`src/rtl/inst_fetch_buffer_if.sv`:
```
// Fetch-buffer bus bundle: instruction ROM port, branch redirect and decode handshake.
// The master modport is the fetch buffer side; the slave modport is the ROM/PC/decode side.
interface inst_fetch_buffer_if;
    logic [31:0] rom_addr_o;
    logic        rom_ce_o;
    logic [31:0] rom_data_i;
    logic        branch_flag_i;
    logic [31:0] branch_target_i;
    logic        id_valid_o;
    logic        id_ready_i;
    logic [31:0] id_pc_o;
    logic [31:0] id_inst_o;

    modport master (
        output rom_addr_o, rom_ce_o, id_valid_o, id_pc_o, id_inst_o,
        input  rom_data_i, branch_flag_i, branch_target_i, id_ready_i
    );

    modport slave (
        input  rom_addr_o, rom_ce_o, id_valid_o, id_pc_o, id_inst_o,
        output rom_data_i, branch_flag_i, branch_target_i, id_ready_i
    );
endinterface

```
`src/rtl/inst_fetch_buffer.sv`:
```
// Instruction fetch front end: drives the ROM, buffers {pc, inst} pairs in a small FIFO,
// and hands them to decode over valid/ready. A branch flushes the FIFO and redirects fetch.
module inst_fetch_buffer #(
    parameter int unsigned DEPTH    = 4,
    parameter logic [31:0] RESET_PC = 32'h0000_0000
) (
    input  logic                       clk,
    input  logic                       rst,
    inst_fetch_buffer_if.master        bus,
    output logic [$clog2(DEPTH):0]     count_o
);
    localparam int unsigned AW   = $clog2(DEPTH);
    localparam logic [AW:0] FULL = (AW+1)'(DEPTH);

    typedef enum logic {
        ST_IDLE,
        ST_RUN
    } state_t;

    state_t        state_q, state_d;
    logic [31:0]   fetch_pc;
    logic [AW-1:0] wr_ptr, rd_ptr;
    logic [AW:0]   count;
    logic [31:0]   pc_mem   [DEPTH];
    logic [31:0]   inst_mem [DEPTH];

    logic          push, pop, started, not_empty;

    always_ff @(posedge clk or negedge rst) begin
        if (!rst) state_q <= ST_IDLE;
        else      state_q <= state_d;
    end

    // Fetch is held off for exactly one edge after reset release.
    always_comb begin
        state_d = state_q;
        started = 1'b0;
        case (state_q)
            ST_IDLE: state_d = ST_RUN;
            ST_RUN:  started = 1'b1;
            default: state_d = ST_IDLE;
        endcase
    end

    assign not_empty = (count != '0);
    assign push      = started && (count != FULL) && !bus.branch_flag_i;
    assign pop       = not_empty && !bus.branch_flag_i && bus.id_ready_i;

    assign bus.rom_ce_o   = push;
    assign bus.rom_addr_o = fetch_pc;
    assign bus.id_valid_o = not_empty && !bus.branch_flag_i;
    assign bus.id_pc_o    = not_empty ? pc_mem[rd_ptr]   : '0;
    assign bus.id_inst_o  = not_empty ? inst_mem[rd_ptr] : '0;
    assign count_o        = count;

    always_ff @(posedge clk or negedge rst) begin
        if (!rst) begin
            fetch_pc <= RESET_PC;
            wr_ptr   <= '0;
            rd_ptr   <= '0;
            count    <= '0;
        end else if (bus.branch_flag_i) begin
            fetch_pc <= {bus.branch_target_i[31:2], 2'b00};
            wr_ptr   <= '0;
            rd_ptr   <= '0;
            count    <= '0;
        end else begin
            if (push) begin
                fetch_pc <= fetch_pc + 32'd4;
                wr_ptr   <= wr_ptr + 1'b1;
            end
            if (pop) rd_ptr <= rd_ptr + 1'b1;
            case ({push, pop})
                2'b10:   count <= count + 1'b1;
                2'b01:   count <= count - 1'b1;
                default: count <= count;
            endcase
        end
    end

    // Storage needs no reset: the head outputs are masked while the FIFO is empty.
    always_ff @(posedge clk) begin
        if (push) begin
            pc_mem[wr_ptr]   <= fetch_pc;
            inst_mem[wr_ptr] <= bus.rom_data_i;
        end
    end
endmodule

```
`src/flat_wrapper.sv`:
```
// flat-port wrapper written by rule: the top's interface ports become plain ports
module inst_fetch_buffer_flat 
#(
    parameter int unsigned DEPTH    = 4,
    parameter logic [31:0] RESET_PC = 32'h0000_0000
)
  (clk, rst, count_o, bus_rom_addr_o, bus_rom_ce_o, bus_id_valid_o, bus_id_pc_o, bus_id_inst_o, bus_rom_data_i, bus_branch_flag_i, bus_branch_target_i, bus_id_ready_i);
  inst_fetch_buffer_if bus_i ();
  input  logic clk;
  input  logic rst;
  output logic [$clog2(DEPTH):0] count_o;
  output wire logic [$bits(bus_i.rom_addr_o)-1:0] bus_rom_addr_o;
  output wire logic [$bits(bus_i.rom_ce_o)-1:0] bus_rom_ce_o;
  output wire logic [$bits(bus_i.id_valid_o)-1:0] bus_id_valid_o;
  output wire logic [$bits(bus_i.id_pc_o)-1:0] bus_id_pc_o;
  output wire logic [$bits(bus_i.id_inst_o)-1:0] bus_id_inst_o;
  input wire logic [$bits(bus_i.rom_data_i)-1:0] bus_rom_data_i;
  input wire logic [$bits(bus_i.branch_flag_i)-1:0] bus_branch_flag_i;
  input wire logic [$bits(bus_i.branch_target_i)-1:0] bus_branch_target_i;
  input wire logic [$bits(bus_i.id_ready_i)-1:0] bus_id_ready_i;
  assign bus_rom_addr_o = bus_i.rom_addr_o;
  assign bus_rom_ce_o = bus_i.rom_ce_o;
  assign bus_id_valid_o = bus_i.id_valid_o;
  assign bus_id_pc_o = bus_i.id_pc_o;
  assign bus_id_inst_o = bus_i.id_inst_o;
  assign bus_i.rom_data_i = bus_rom_data_i;
  assign bus_i.branch_flag_i = bus_branch_flag_i;
  assign bus_i.branch_target_i = bus_branch_target_i;
  assign bus_i.id_ready_i = bus_id_ready_i;
  inst_fetch_buffer #(.DEPTH(DEPTH), .RESET_PC(RESET_PC)) u_core (.clk(clk), .rst(rst), .bus(bus_i), .count_o(count_o));
endmodule
```
`config.mk`:
```
export PLATFORM = sky130hd
export DESIGN_NAME = inst_fetch_buffer_flat
export DESIGN_NICKNAME = d
export VERILOG_FILES = /design/src/rtl/inst_fetch_buffer_if.sv /design/src/rtl/inst_fetch_buffer.sv /design/src/flat_wrapper.sv
export SDC_FILE = /design/constraint.sdc
export NUM_CORES = 1
export LEC_CHECK = 0
export CORE_MARGIN = 1.5
export CORE_UTILIZATION = 50
export DETAILED_ROUTE_END_ITERATION = 16
export MAX_ROUTING_LAYER = met4
export PLACE_DENSITY = 0.82
export SLEW_MARGIN = 0
export SYNTH_ARGS = -nofsm -noshare
export SYNTH_HDL_FRONTEND = slang
export SYNTH_SLANG_ARGS = --single-unit
```
`constraint.sdc`:
```
create_clock -name clk -period 8.2 [get_ports clk]
set_input_delay 1.64 -clock clk [delete_from_list [all_inputs] [get_ports clk]]
set_output_delay 1.64 -clock clk [all_outputs]
set_load 0.05 [all_outputs]
```
### After elaboration in Yosys (flattened, before gate mapping)

Memory sizes are Yosys's and may differ from the RTL's.
Cells that the tools add are included.

| word-level totals | value |
|---|---|
| register bits | 40 |
| bits in writable memories | 256 |
| output and inout bits | 101 |
| logic and storage cells | 37 |
| memories kept | 2 |

| operators by class | value |
|---|---|
| add/sub/neg operators | 5 |
| equal/unequal tests | 3 |
| mux-type cells | 13 |
| reduce and logical (&&, ||, !) cells | 9 |

Memories:

| memory | words | bits a word | read ports | clocked after memory_dff | write ports | line | RTL |
|---|---|---|---|---|---|---|---|
| u_core.inst_mem | 4 | 32 | 1 | 0 | 1 | inst_fetch_buffer.sv:25 | `logic [31:0] inst_mem [DEPTH];` |
| u_core.pc_mem | 4 | 32 | 1 | 0 | 1 | inst_fetch_buffer.sv:24 | `logic [31:0] pc_mem [DEPTH];` |

Operators by type and width:

| kind | count |
|---|---|
| 32-bit 2-to-1 mux | 4 |
| 32-bit by 3-bit adder with 32-bit output (second input constant) | 1 |
| 2-bit 2-to-1 mux | 4 |
| 3-bit case mux with 2 select lines | 1 |
| 3-bit nonzero test | 2 |
| 2-bit by 1-bit adder with 2-bit output (second input constant) | 2 |
| 1-bit logical AND | 4 |
| 2-bit nonzero test | 2 |
| 3-bit by 1-bit adder with 3-bit output (second input constant) | 1 |
| 1-bit 2-to-1 mux | 3 |
| 3-bit 2-to-1 mux | 1 |
| 3-bit inequality test (second input constant) | 1 |
| 3-bit by 1-bit subtractor with 3-bit output (second input constant) | 1 |
| 2-bit by 1-bit equality test with 1-bit output (second input constant) | 1 |
| 2-bit equality test (second input constant) | 1 |
| 1-bit logical NOT | 1 |

### Depth between registers and ports, before layout

Gate-level depths: netlist of run 1.

| logic depth | value |
|---|---|
| depth after elaboration | 6 |
| mapped depth | 9 |
| mapped depth without buffers | 7 |

### Least setup slack after synthesis of run 1

No wires, ideal clock.

| timing | value |
|---|---|
| path kind | input-to-reg |
| start | input bus_branch_flag_i |
| end | memory u_core.inst_mem[0][0], enable pin |
| data arrival time | 4.158 ns |
| required time | 7.774 ns |
| path slack | 3.616 ns |
| stages | 3 |
| cells stage by stage | clkbuf_1 -> nor2_1 -> and2_1 |

| between the ends | value |
|---|---|
| longest elaborated chain between the ends | 4 |

Ends and longest elaborated chain:

| item | line | RTL |
|---|---|---|
| from (decl) | flat_wrapper.sv:18 | `input wire logic [$bits(bus_i.branch_flag_i)-1:0] bus_branch_flag_i;` |
| 1-bit logical NOT | inst_fetch_buffer.sv:46 | `assign push = started && (count != FULL) && !bus.branch_flag_i;` |
| 1-bit logical AND | inst_fetch_buffer.sv:46 |  |
| named net bus_rom_ce_o | flat_wrapper.sv:13 | `output wire logic [$bits(bus_i.rom_ce_o)-1:0] bus_rom_ce_o;` |
| 1-bit 2-to-1 mux | inst_fetch_buffer.sv:83 | `if (push) begin` |
| 1-bit 2-to-1 mux (implied by the code) | inst_fetch_buffer.sv:85 | `inst_mem[wr_ptr] <= bus.rom_data_i;` |
| to (decl) | inst_fetch_buffer.sv:25 |  |

The timed path passes the listed nets, and every way through them passes these cells.

### Worst setup path after layout of run 1

| timing | value |
|---|---|
| start | input bus_branch_flag_i |
| end | output bus_rom_ce_o |

| between the ends | value |
|---|---|
| longest elaborated chain between the ends | 2 |

Ends and longest elaborated chain:

| item | line |
|---|---|
| 1-bit logical NOT | inst_fetch_buffer.sv:46 |
| 1-bit logical AND | inst_fetch_buffer.sv:46 |
| to (decl) | flat_wrapper.sv:13 |

No other way between the ends.

==> metrics.md, run 1 <==
| Metric | Value |
|---|---|
| Gpl congestion | `0.8269` |
| Slew HR | `32.35%` |
| Worst Hold Class | `register to register` |
| Crit path launch type | `input port` |
| Core area | `22850 um^2` |
| Post-Synth Adder-Cell Area | `0.7044%` |
| XOR/XNOR Fraction of Synth Area | `1.195%` |
| Max_cap viols | `0` |
| Leak Pwr | `4.691 nW` |
| Num rows | `55` |
| Largest family of logic cells by synthesized area | `multiplexers` |
| Syn avg cell area | `17.52 um^2` |
| Worst clock skew | `roughly 0.010 ns` |
| Die width | `156.1 um` |
| Max Slew Vio Count | `0` |
| Top Ports | `169` |
| VDD IR-drop max | `around 190 uV` |
| Endpoints failing hold | `0` |
| Post-synthesis compound-gate area fraction | `about 3.2%` |
| Worst Setup EP | `bus_rom_ce_o` |
| Final TNS setup | `0 ns` |
| Top FF cell, synth | `edfxtp_1` |
| Root Buffer | `clkbuf_16` |
| Arrival @ worst endpoint | `between 3 and 4 ns` |
| # nets final | `903` |
| WP data required | `~6.6 ns` |
| Nature of the critical path endpoint | `primary output` |
| Inserted Diodes | `0` |
| Gr usage total | `20.83%` |
| Status | `completed` |
| Drt wl/cell | `between 20 and 25 um` |
| Setup Crit Path Kind | `input port to primary output` |
| Share of cells above drive strength 1 | `14.69%` |
| TritonRoute pass-1 iters | `5` |
| Post-CTS sizing | `0` |
| Initial antenna violation count | `0` |
| Critical-path maximum fanout | `15` |
| Synth Area in Simple Gates | `9.306%` |
| Worst slew pin tran | `1.015 ns` |
| # H-tree levels | `1` |
| Warnings from Yosys | `0` |
| Vias/cell | `5.655` |
| Power Dens Cells | `321.5 nW/um^2` |
| Total CTS buffers | `29` |
| Worst setup path start | `bus_branch_flag_i` |
| Top achievable clock speed | `190.1 MHz` |
| R2r worst-path depth | `4` |
| Post-Route WL | `24.23 mm` |
| RSZ-0062 raised after global routing | `false` |
| Yosys cell types | `42` |
| Sink Count | `286` |
| Sequential area share after synthesis | `71.63%` |
| Die area | `roughly 24000 um^2` |
| Die Y | `156.1 um` |
| Max clock buf depth | `3` |
| Gate Count Post-Synth | `669` |
| Largest net degree at the start of global routing | `65` |
| Starting Density | `51.31%` |
| # fillers | `1613` |
| Mapped cell area | `around 12000 um^2` |
| ANT nets after route | `0` |
| Launch point of the worst reg-to-reg path | `u_core.count_o[0]$_DFFE_PN0P_` |
| Post-synth EDFFs | `248` |
| Syn-to-layout area delta | `24.46%` |
| HPWL Detailed | `13.82 mm` |
| DRC | `0` |
| Fin crit period | `5.260 ns` |
| Final worst path period share | `roughly 64%` |
| Post-synth ARST share | `13.29%` |
| #FFs+latches synth | `286` |
| CTS Hold Bufs | `0` |
| Vias post-DR | `6583` |
| Mux share of post-synthesis cell area | `12.08%` |
| Post-CTS Setup Bufs | `0` |
| Clk Latency, worst-skew pair | `0.53 ns` |
| Worst r2r dst | `u_core.inst_mem[0][21]$_DFFE_PP_` |
| PortBufs | `162` |
| Total grt overflow | `0` |
| R2R setup slack | `5.49 ns` |
| # setup viols final | `0` |
| TritonCTS clock tree | `yes` |
| Clock-pin transition on the worst setup and hold timing paths | `0.07 ns` |
| Iter 0 DRT Violations | `432` |
| Hold slack | `0.5857 ns` |
| Global-route wire length before repair | `37.48 mm` |
| Vias in the first global route | `~6600` |
-- registers in the layout, indices dropped and copies added, names as in the netlist --
register,flops
u_core.rd_ptr,2
u_core.pc_mem,120
u_core.state_q,1
u_core.count_o,3
u_core.wr_ptr,2
u_core.inst_mem,128
u_core.bus.rom_addr_o,30
-- synthesized netlist by cell type (all sizes together), types with 6 or more instances --
master | instances | share of area [%]
a31oi | 13 | 0.69
buf | 19 | 0.97
clkbuf | 21 | 0.67
dfrtp | 38 | 8.1
edfxtp | 248 | 64
inv | 6 | 0.19
mux4 | 62 | 12
nand2 | 32 | 1.0
nand3 | 16 | 0.68
nand4 | 12 | 0.69
nor2 | 21 | 0.67
nor2b | 66 | 3.5
o211ai | 8 | 0.51
o21ai | 15 | 0.64
o31ai | 12 | 0.77
or4 | 15 | 0.99
xnor2 | 12 | 0.90
-- cells in the final DEF (no fill, tap or decap), types with 6 or more instances in the layout --
master / Yosys / final
edfxtp_1: 248 / 248
clkdlybuf4s50_1: 0 / 161
nor2b_1: 66 / 66
mux4_2: 62 / 62
dfrtp_1: 38 / 36
nand2_1: 32 / 32
clkbuf_16: 0 / 29
nor2_1: 21 / 21
nand3_1: 16 / 16
o21ai_0: 15 / 15
or4_1: 14 / 14
a31oi_1: 13 / 13
o31ai_1: 12 / 12
xnor2_1: 12 / 12
nand4_1: 11 / 11
o211ai_1: 8 / 8
inv_1: 6 / 6
-- layer usage --
layer	up-vias	wire length (um)	global-route usage [%]
li1	2959	-	-
met1	3328	10270	28.57
met2	262	11840	33.27
met3	34	1721	3.111
met4	0	392	5.034
met5	-	0	-
-- worst min-delay path by stage --
| stage | from | endpoint | depth (start not counted) |
|---|---|---|---|
| 2_1_floorplan | u_core.wr_ptr[1]$_DFFE_PN0N_ | u_core.wr_ptr[1]$_DFFE_PN0N_ | 2 |
| 3_3_place_gp | u_core.wr_ptr[1]$_DFFE_PN0N_ | u_core.wr_ptr[1]$_DFFE_PN0N_ | 2 |
| 3_5_place_dp | u_core.wr_ptr[1]$_DFFE_PN0N_ | u_core.wr_ptr[1]$_DFFE_PN0N_ | 2 |
| 4_1_cts | u_core.wr_ptr[1]$_DFFE_PN0N_ | u_core.wr_ptr[1]$_DFFE_PN0N_ | 2 |
| 5_1_grt | u_core.wr_ptr[1]$_DFFE_PN0N_ | u_core.wr_ptr[1]$_DFFE_PN0N_ | 2 |
| 6_report | u_core.wr_ptr[1]$_DFFE_PN0N_ | u_core.wr_ptr[1]$_DFFE_PN0N_ | 2 |
-- through the flow --
stage | area (um^2) | power (mW) | cells | util [%] | worst slack (ns)
floorplan | 11740 | 2.873 | 672 | - | 3.616
global placement | 13600 | 3.382 | 1111 | 59.54 | 2.971
detailed placement | 13600 | 3.398 | 1111 | 59.54 | 2.961
CTS | 14590 | 4.744 | 1164 | 63.87 | 2.858
global route | 14590 | 4.866 | 1164 | 63.87 | 2.753
finish | 14590 | 4.691 | 1164 | 63.87 | 2.940
-- final cells by class --
class	count	area [um^2]	share of cell area, %
flip-flops and latches	286	8406	57.61
multi-input cells	340	3137	21.50
well taps	313	391.6	2.684
inverters	6	22.52	0.1543
clock inverters	22	255.2	1.749
clock buffers	31	733.2	5.025
repair buffers	166	1647	11.28
-- power by group --
| group | internal [mW] | total [mW] | leakage, nW | switching [mW] |
|---|---|---|---|---|
| Clock | 0.807 | 1.35 | 0.474 | 0.539 |
| Sequential | 1.68 | 1.80 | 2.70 | 0.124 |
| Combinational | 0.576 | 1.54 | 1.51 | 0.965 |
-- logic make-up (layout without fill, tap and decap cells) --
family / count (synthesis) / count (layout)
muxes: 64 / 64
AOI/OAI and AO/OA: 58 / 58
buffers and inverters: 46 / 225
DFF: 286 / 286
adders and majority gates: 6 / 6
xor gates and xnor gates: 16 / 16
and+or+nand+nor: 191 / 191
other: 2 / 5
-- critical path, stage by stage --
cell and delay [ns]:
clkdlybuf4s50_1 0.69, nor2_1 0.38, clkdlybuf4s50_1 0.90
(Power assumes the default switching activity.)
==> run 2, diff against run 1 <==
==> constraint.sdc (replaced) <==
create_clock -name clk -period 5.2 [get_ports clk]
set_input_delay 1.04 -clock clk [delete_from_list [all_inputs] [get_ports clk]]
set_output_delay 1.04 -clock clk [all_outputs]
set_load 0.05 [all_outputs]
==> metrics.md, run 2 (same netlist as run 1, synthesis figures left out) <==
| Metric | Value |
|---|---|
| Setup Crit Path Kind | `register to primary output (was input port to primary output)` |
| Critical-path cell list | `buf_4 > mux4_2 > nor2b_1 > clkdlybuf4s50_1 (was clkdlybuf4s50_1 > nor2_1 > clkdlybuf4s50_1)` |
| Most frequent cells in the layout | `edfxtp_1 (248), clkdlybuf4s50_1 (161), nor2b_1 (66), mux4_2 (62), dfrtp_1 (36) (unchanged)` |
| # nets final | `906 (was 903)` |
| Slew HR | `31.01% (was 32.35%)` |
| Syn-to-layout area delta | `24.83% (was 24.46%)` |
| Status | `completed (unchanged)` |
| DRC | `0 (unchanged)` |
| # setup viols final | `0 (unchanged)` |
| Crit path launch type | `register (was input port)` |
| Endpoints failing hold | `0 (unchanged)` |
| Reg with most FFs | `u_core.inst_mem (unchanged)` |
| Initial antenna violation count | `0 (unchanged)` |
| PortBufs | `162 (unchanged)` |
| Top Ports | `169 (unchanged)` |
| Hold Crit Start | `u_core.wr_ptr[1]$_DFFE_PN0N_ (unchanged)` |
| Worst Hold Class | `register to register (unchanged)` |
| Global-route wire length before repair | `38.41 mm (was 37.48 mm)` |
| Commonest non-fill, non-tap cell in the layout | `edfxtp_1 (unchanged)` |
| GRT met3 Usage | `3.417% (was 3.111%)` |
| Hold slack | `0.6003 ns (was 0.5857 ns)` |
| ANT nets after route | `0 (unchanged)` |
| VDD IR-drop max | `296.8 uV (was 190.2 uV)` |
| Nature of the critical path endpoint | `primary output (unchanged)` |
| Vias post-DR | `6668 (was 6583)` |
| Vias in the first global route | `6807 (was 6591)` |
| Die Y | `156.1 um (unchanged)` |
| Placed cell area | `13630 um^2 (was 13600 um^2)` |
| Critical-path maximum fanout | `32 (was 15)` |
| TritonCTS clock tree | `yes (unchanged)` |
| Slowest stage delay, CP | `0.83 ns (was 0.90 ns)` |
| CTS Hold Bufs | `0 (unchanged)` |
| Power Dens Cells | `511.0 nW/um^2 (was 321.5 nW/um^2)` |
| Root Buffer | `clkbuf_16 (unchanged)` |
| Max Slew Vio Count | `0 (unchanged)` |
| # H-tree levels | `1 (unchanged)` |
| Post-CTS sizing | `0 (unchanged)` |
| TritonRoute pass-1 iters | `5 (unchanged)` |
| Worst setup path start | `u_core.rd_ptr[0]$_DFFE_PN0P_ (was bus_branch_flag_i)` |
| Leak Pwr | `4.717 nW (was 4.691 nW)` |
| Final Power | `7.479 mW (was 4.691 mW)` |
| Drt wl/cell | `21.11 um (was 20.82 um)` |
| Fin crit period | `4.280 ns` |
| Clk Latency, worst-skew pair | `0.55 ns (was 0.53 ns)` |
| R2R setup slack | `2.38 ns (was 5.49 ns)` |
| Worst r2r dst | `u_core.inst_mem[2][13]$_DFFE_PP_ (was u_core.inst_mem[0][21]$_DFFE_PP_)` |
| Vias/cell | `5.709 (was 5.655)` |
| Final worst path period share | `slightly above 80%` |
| Final TNS setup | `0 ns (unchanged)` |
| Die width | `156.1 um (unchanged)` |
| Inserted Diodes | `0 (unchanged)` |
| Worst slew pin tran | `1.035 ns (was 1.015 ns)` |
| Gr busiest metal | `met2 (unchanged)` |
| HPWL Detailed | `14.23 mm (was 13.82 mm)` |
| Arrival @ worst endpoint | `3.24 ns (was 3.62 ns)` |
| Post-route cell area | `14640 um^2 (was 14590 um^2)` |
| Die area | `24380 um^2 (unchanged)` |
| RSZ-0062 raised after global routing | `false (unchanged)` |
| GR Util met2 | `34.50% (was 33.27%)` |
| Max clock buf depth | `3 (unchanged)` |
| Hold Crit Depth | `2 (unchanged)` |
| R2r worst-path depth | `4 (unchanged)` |
| Starting Density | `51.31% (unchanged)` |
| Fin worst setup slack | `0.9202 ns (was 2.940 ns)` |
| CP max-delay cell | `dfrtp_4 (was clkdlybuf4s50_1)` |
| WP data required | `4.16 ns (was 6.56 ns)` |
| Iter 0 DRT Violations | `529 (was 432)` |
| Clock-pin transition on the worst setup and hold timing paths | `0.07 ns (about the same)` |
| Total CTS buffers | `29 (unchanged)` |
| Num rows | `55 (unchanged)` |
| WP buf/inv | `2 (unchanged)` |
| Pre-CTS setup slack | `1.290 ns (was 2.961 ns)` |
| Share of cells above drive strength 1 | `14.97% (was 14.69%)` |
| Max_cap viols | `0 (unchanged)` |
| Total grt overflow | `0 (unchanged)` |
| Gr usage total | `21.45% (was 20.83%)` |
| Core area | `22850 um^2 (unchanged)` |
| Hold EP | `u_core.wr_ptr[1]$_DFFE_PN0N_ (unchanged)` |
| Worst path top cell family by delay | `buffers and inverters (unchanged)` |
| Largest net degree at the start of global routing | `65 (unchanged)` |
| Top achievable clock speed | `233.7 MHz` |
| Worst clock skew | `0.02521 ns (was 0.01035 ns)` |
| Met1 Use GR | `28.91% (was 28.57%)` |
| Sink Count | `286 (unchanged)` |
| Post-CTS Setup Bufs | `0 (unchanged)` |
| Post-Route WL | `24.66 mm (was 24.23 mm)` |
| Gpl congestion | `0.7976 (was 0.8269)` |
| Largest register FFs | `128 (unchanged)` |
| Launch point of the worst reg-to-reg path | `u_core.count_o[2]$_DFFE_PN0P_ (was u_core.count_o[0]$_DFFE_PN0P_)` |
## run 2: layer usage
layer  vias to the layer above  wire length (um)
met2                       279             12100
met3                        44              1788
met4                         0               476
li1                       2970                 -
met5                         -                 0
met1                      3375             10290
## run 2: where the power goes
part / internal (mW) / leakage [nW] / switching [mW]
logic: 0.923 / 1.53 / 1.53
clock network: 1.32 / 0.484 / 0.860
registers: 2.65 / 2.70 / 0.190
total: 4.90 / 4.72 / 2.58
## run 2: stage by stage
step	instances	util, %
CTS	1168	64.06
floorplan	672	-
detailed placement	1114	59.64
global placement	1114	59.64
global route	1168	64.06
finish	1168	64.06
## run 2: cell type report
class,instances,area (um^2)
Sequential cell,286,8406
Fill cell,1634,8212
Multi-Input combinational cell,340,3137
Timing Repair Buffer,169,1669
Clock buffer,33,740.7
Tap cell,313,391.6
Clock inverter,21,269.0
Inverter,6,22.52
## run 2: worst max-delay path by stage
| stage | endpoint | slack [ns] | cells past startpoint |
|---|---|---|---|
| finish | bus_id_pc_o[17] | 0.92 | 4 |
| global route | bus_id_pc_o[17] | 0.69 | 4 |
| CTS | bus_id_pc_o[17] | 0.81 | 4 |
| detailed placement | bus_rom_ce_o | 1.29 | 3 |
| global placement | bus_rom_ce_o | 1.29 | 3 |
| floorplan | u_core.inst_mem[0][0]$_DFFE_PP_ | 1.16 | 5 |
## run 2: worst reg2reg max path, delay by kind of cell, from the launching register on
family,cells,cell delay (ns)
AND/OR/NAND/NOR,4,1.89
flip-flops,1,0.50
==> run 3, diff against run 2 <==
==> constraint.sdc (replaced) <==
create_clock -name clk -period 4.05 [get_ports clk]
set_input_delay 0.81 -clock clk [delete_from_list [all_inputs] [get_ports clk]]
set_output_delay 0.81 -clock clk [all_outputs]
set_load 0.05 [all_outputs]
==> metrics.md, run 3 (same netlist as run 1, synthesis figures left out) <==
| Metric | Value |
|---|---|
| Status | `completed (unchanged)` |
| Power Dens Cells | `643.9 nW/um^2 (was 511.0 nW/um^2)` |
| Final Util | `64.38% (was 64.06%)` |
| Leak Pwr | `4.761 nW (was 4.717 nW)` |
| Crit path launch type | `register (unchanged)` |
| R2R setup slack | `1.08 ns (was 2.38 ns)` |
| WP data required | `3.24 ns (was 4.16 ns)` |
| Drt wl/cell | `20.75 um (was 21.11 um)` |
| Post-CTS Setup Bufs | `0 (unchanged)` |
| Most frequent cells in the layout | `edfxtp_1 (248), clkdlybuf4s50_1 (159), nor2b_1 (66), mux4_2 (62), dfrtp_1 (36) (was edfxtp_1 (248), clkdlybuf4s50_1 (161), nor2b_1 (66), mux4_2 (62), dfrtp_1 (36))` |
| Worst slew pin tran | `0.9897 ns (was 1.035 ns)` |
| Share of cells above drive strength 1 | `15.37% (was 14.97%)` |
| VDD IR-drop max | `351.2 uV (was 296.8 uV)` |
| Commonest non-fill, non-tap cell in the layout | `edfxtp_1 (unchanged)` |
| Initial antenna violation count | `0 (unchanged)` |
| Gr usage total | `20.63% (was 21.45%)` |
| Hold slack | `0.4019 ns (was 0.6003 ns)` |
| # H-tree levels | `1 (unchanged)` |
| Clk Latency, worst-skew pair | `0.54 ns (was 0.55 ns)` |
| Top Ports | `169 (unchanged)` |
| TritonCTS clock tree | `yes (unchanged)` |
| Vias/cell | `5.660 (was 5.709)` |
| RSZ-0062 raised after global routing | `false (unchanged)` |
| Placed cell area | `13750 um^2 (was 13630 um^2)` |
| Final TNS setup | `0 ns (unchanged)` |
| Global-route wire length before repair | `36.94 mm (was 38.41 mm)` |
| Fin worst setup slack | `0.1861 ns (was 0.9202 ns)` |
| Largest net degree at the start of global routing | `65 (unchanged)` |
| Reg with most FFs | `u_core.inst_mem (unchanged)` |
| Nature of the critical path endpoint | `primary output (unchanged)` |
| Worst clock skew | `0.01102 ns (was 0.02521 ns)` |
| # setup viols final | `0 (unchanged)` |
| Die width | `156.1 um (unchanged)` |
| Vias post-DR | `6634 (was 6668)` |
| DRC | `0 (unchanged)` |
| Root Buffer | `clkbuf_16 (unchanged)` |
| Core area | `22850 um^2 (unchanged)` |
| Fin crit period | `around 3.9 ns` |
| Non-Filler Instances | `1172 (was 1168)` |
| TritonRoute pass-1 iters | `5 (unchanged)` |
| Total CTS buffers | `29 (unchanged)` |
| Max Slew Vio Count | `0 (unchanged)` |
| Post-route cell area | `14710 um^2 (was 14640 um^2)` |
| Vias in the first global route | `6563 (was 6807)` |
| Worst setup path start | `u_core.rd_ptr[1]$_DFFE_PN0P_ (was u_core.rd_ptr[0]$_DFFE_PN0P_)` |
| CTS Hold Bufs | `0 (unchanged)` |
| Die Y | `156.1 um (unchanged)` |
| Gpl congestion | `0.8175 (was 0.7976)` |
| # fillers | `1652 (was 1634)` |
| Arrival @ worst endpoint | `3.05 ns (was 3.24 ns)` |
| Sink Count | `286 (unchanged)` |
| Clock-pin transition on the worst setup and hold timing paths | `0.06 ns (was 0.07 ns)` |
| R2r worst-path depth | `5 (was 4)` |
| Final Power | `9.470 mW (was 7.479 mW)` |
| Post-Route WL | `24.32 mm (was 24.66 mm)` |
| Post-CTS sizing | `0 (unchanged)` |
| Pre-CTS setup slack | `0.7092 ns (was 1.290 ns)` |
| Final worst path period share | `95.41%` |
| Critical-path maximum fanout | `64 (was 32)` |
| Iter 0 DRT Violations | `465 (was 529)` |
| Largest register FFs | `128 (unchanged)` |
| Launch point of the worst reg-to-reg path | `u_core.count_o[2]$_DFFE_PN0P_ (unchanged)` |
| PortBufs | `162 (unchanged)` |
| ANT nets after route | `0 (unchanged)` |
| Syn-to-layout area delta | `25.46% (was 24.83%)` |
| HPWL Detailed | `14.58 mm (was 14.23 mm)` |
| Top achievable clock speed | `258.8 MHz` |
| # nets final | `910 (was 906)` |
| Starting Density | `51.31% (unchanged)` |
| Placed insts | `1118 (was 1114)` |
| Worst r2r dst | `u_core.inst_mem[1][4]$_DFFE_PP_ (was u_core.inst_mem[2][13]$_DFFE_PP_)` |
| Die area | `24380 um^2 (unchanged)` |
| Endpoints failing hold | `0 (unchanged)` |
| Worst Hold Class | `input port to asynchronous set/reset pin (was register to register)` |
| Total grt overflow | `0 (unchanged)` |
| Num rows | `55 (unchanged)` |
| Inserted Diodes | `0 (unchanged)` |
| Setup Crit Path Kind | `register to primary output (unchanged)` |
| Max clock buf depth | `3 (unchanged)` |
| Slew HR | `34.02% (was 31.01%)` |
| Max_cap viols | `0 (unchanged)` |
run 3: cell type report:
cell class	count	area, um^2	area share, %
tap	313	391.6	2.662
sequential	286	8406	57.15
multi-input combinational	340	3137	21.33
inverter	6	22.52	0.1531
clock inverter	18	196.4	1.335
clock buffer	36	762.0	5.180
timing repair buffer	173	1794	12.20
run 3: worst max-delay path: stages, from the launching register on:
cell             delay [ns]
dfrtp_4                1.08
mux4_2                 0.36
nor2b_1                0.22
clkdlybuf4s50_1        0.84
run 3: worst max path at each step:
stage,slack [ns],to
5_1_grt,0.08,bus_id_pc_o[29]
6_report,0.19,bus_id_pc_o[29]
3_5_place_dp,0.71,bus_id_pc_o[29]
3_3_place_gp,0.72,bus_id_pc_o[29]
2_1_floorplan,0.01,u_core.inst_mem[2][0]$_DFFE_PP_
4_1_cts,0.13,bus_id_pc_o[29]
run 3: metal layers:
layer,up-vias,share of wire (%),track usage (%)
met5,-,0,-
met4,0,1.6,4.354
met3,30,6.8,3.611
met2,272,49,32.99
met1,3344,43,28.17
li1,2988,-,-
run 3: power by group:
group / internal [mW] / total (mW) / switching (mW)
sequential: 3.40 / 3.62 / 0.217
clock: 1.59 / 2.65 / 1.06
combinational: 1.21 / 3.21 / 1.99
total: 6.20 / 9.47 / 3.27
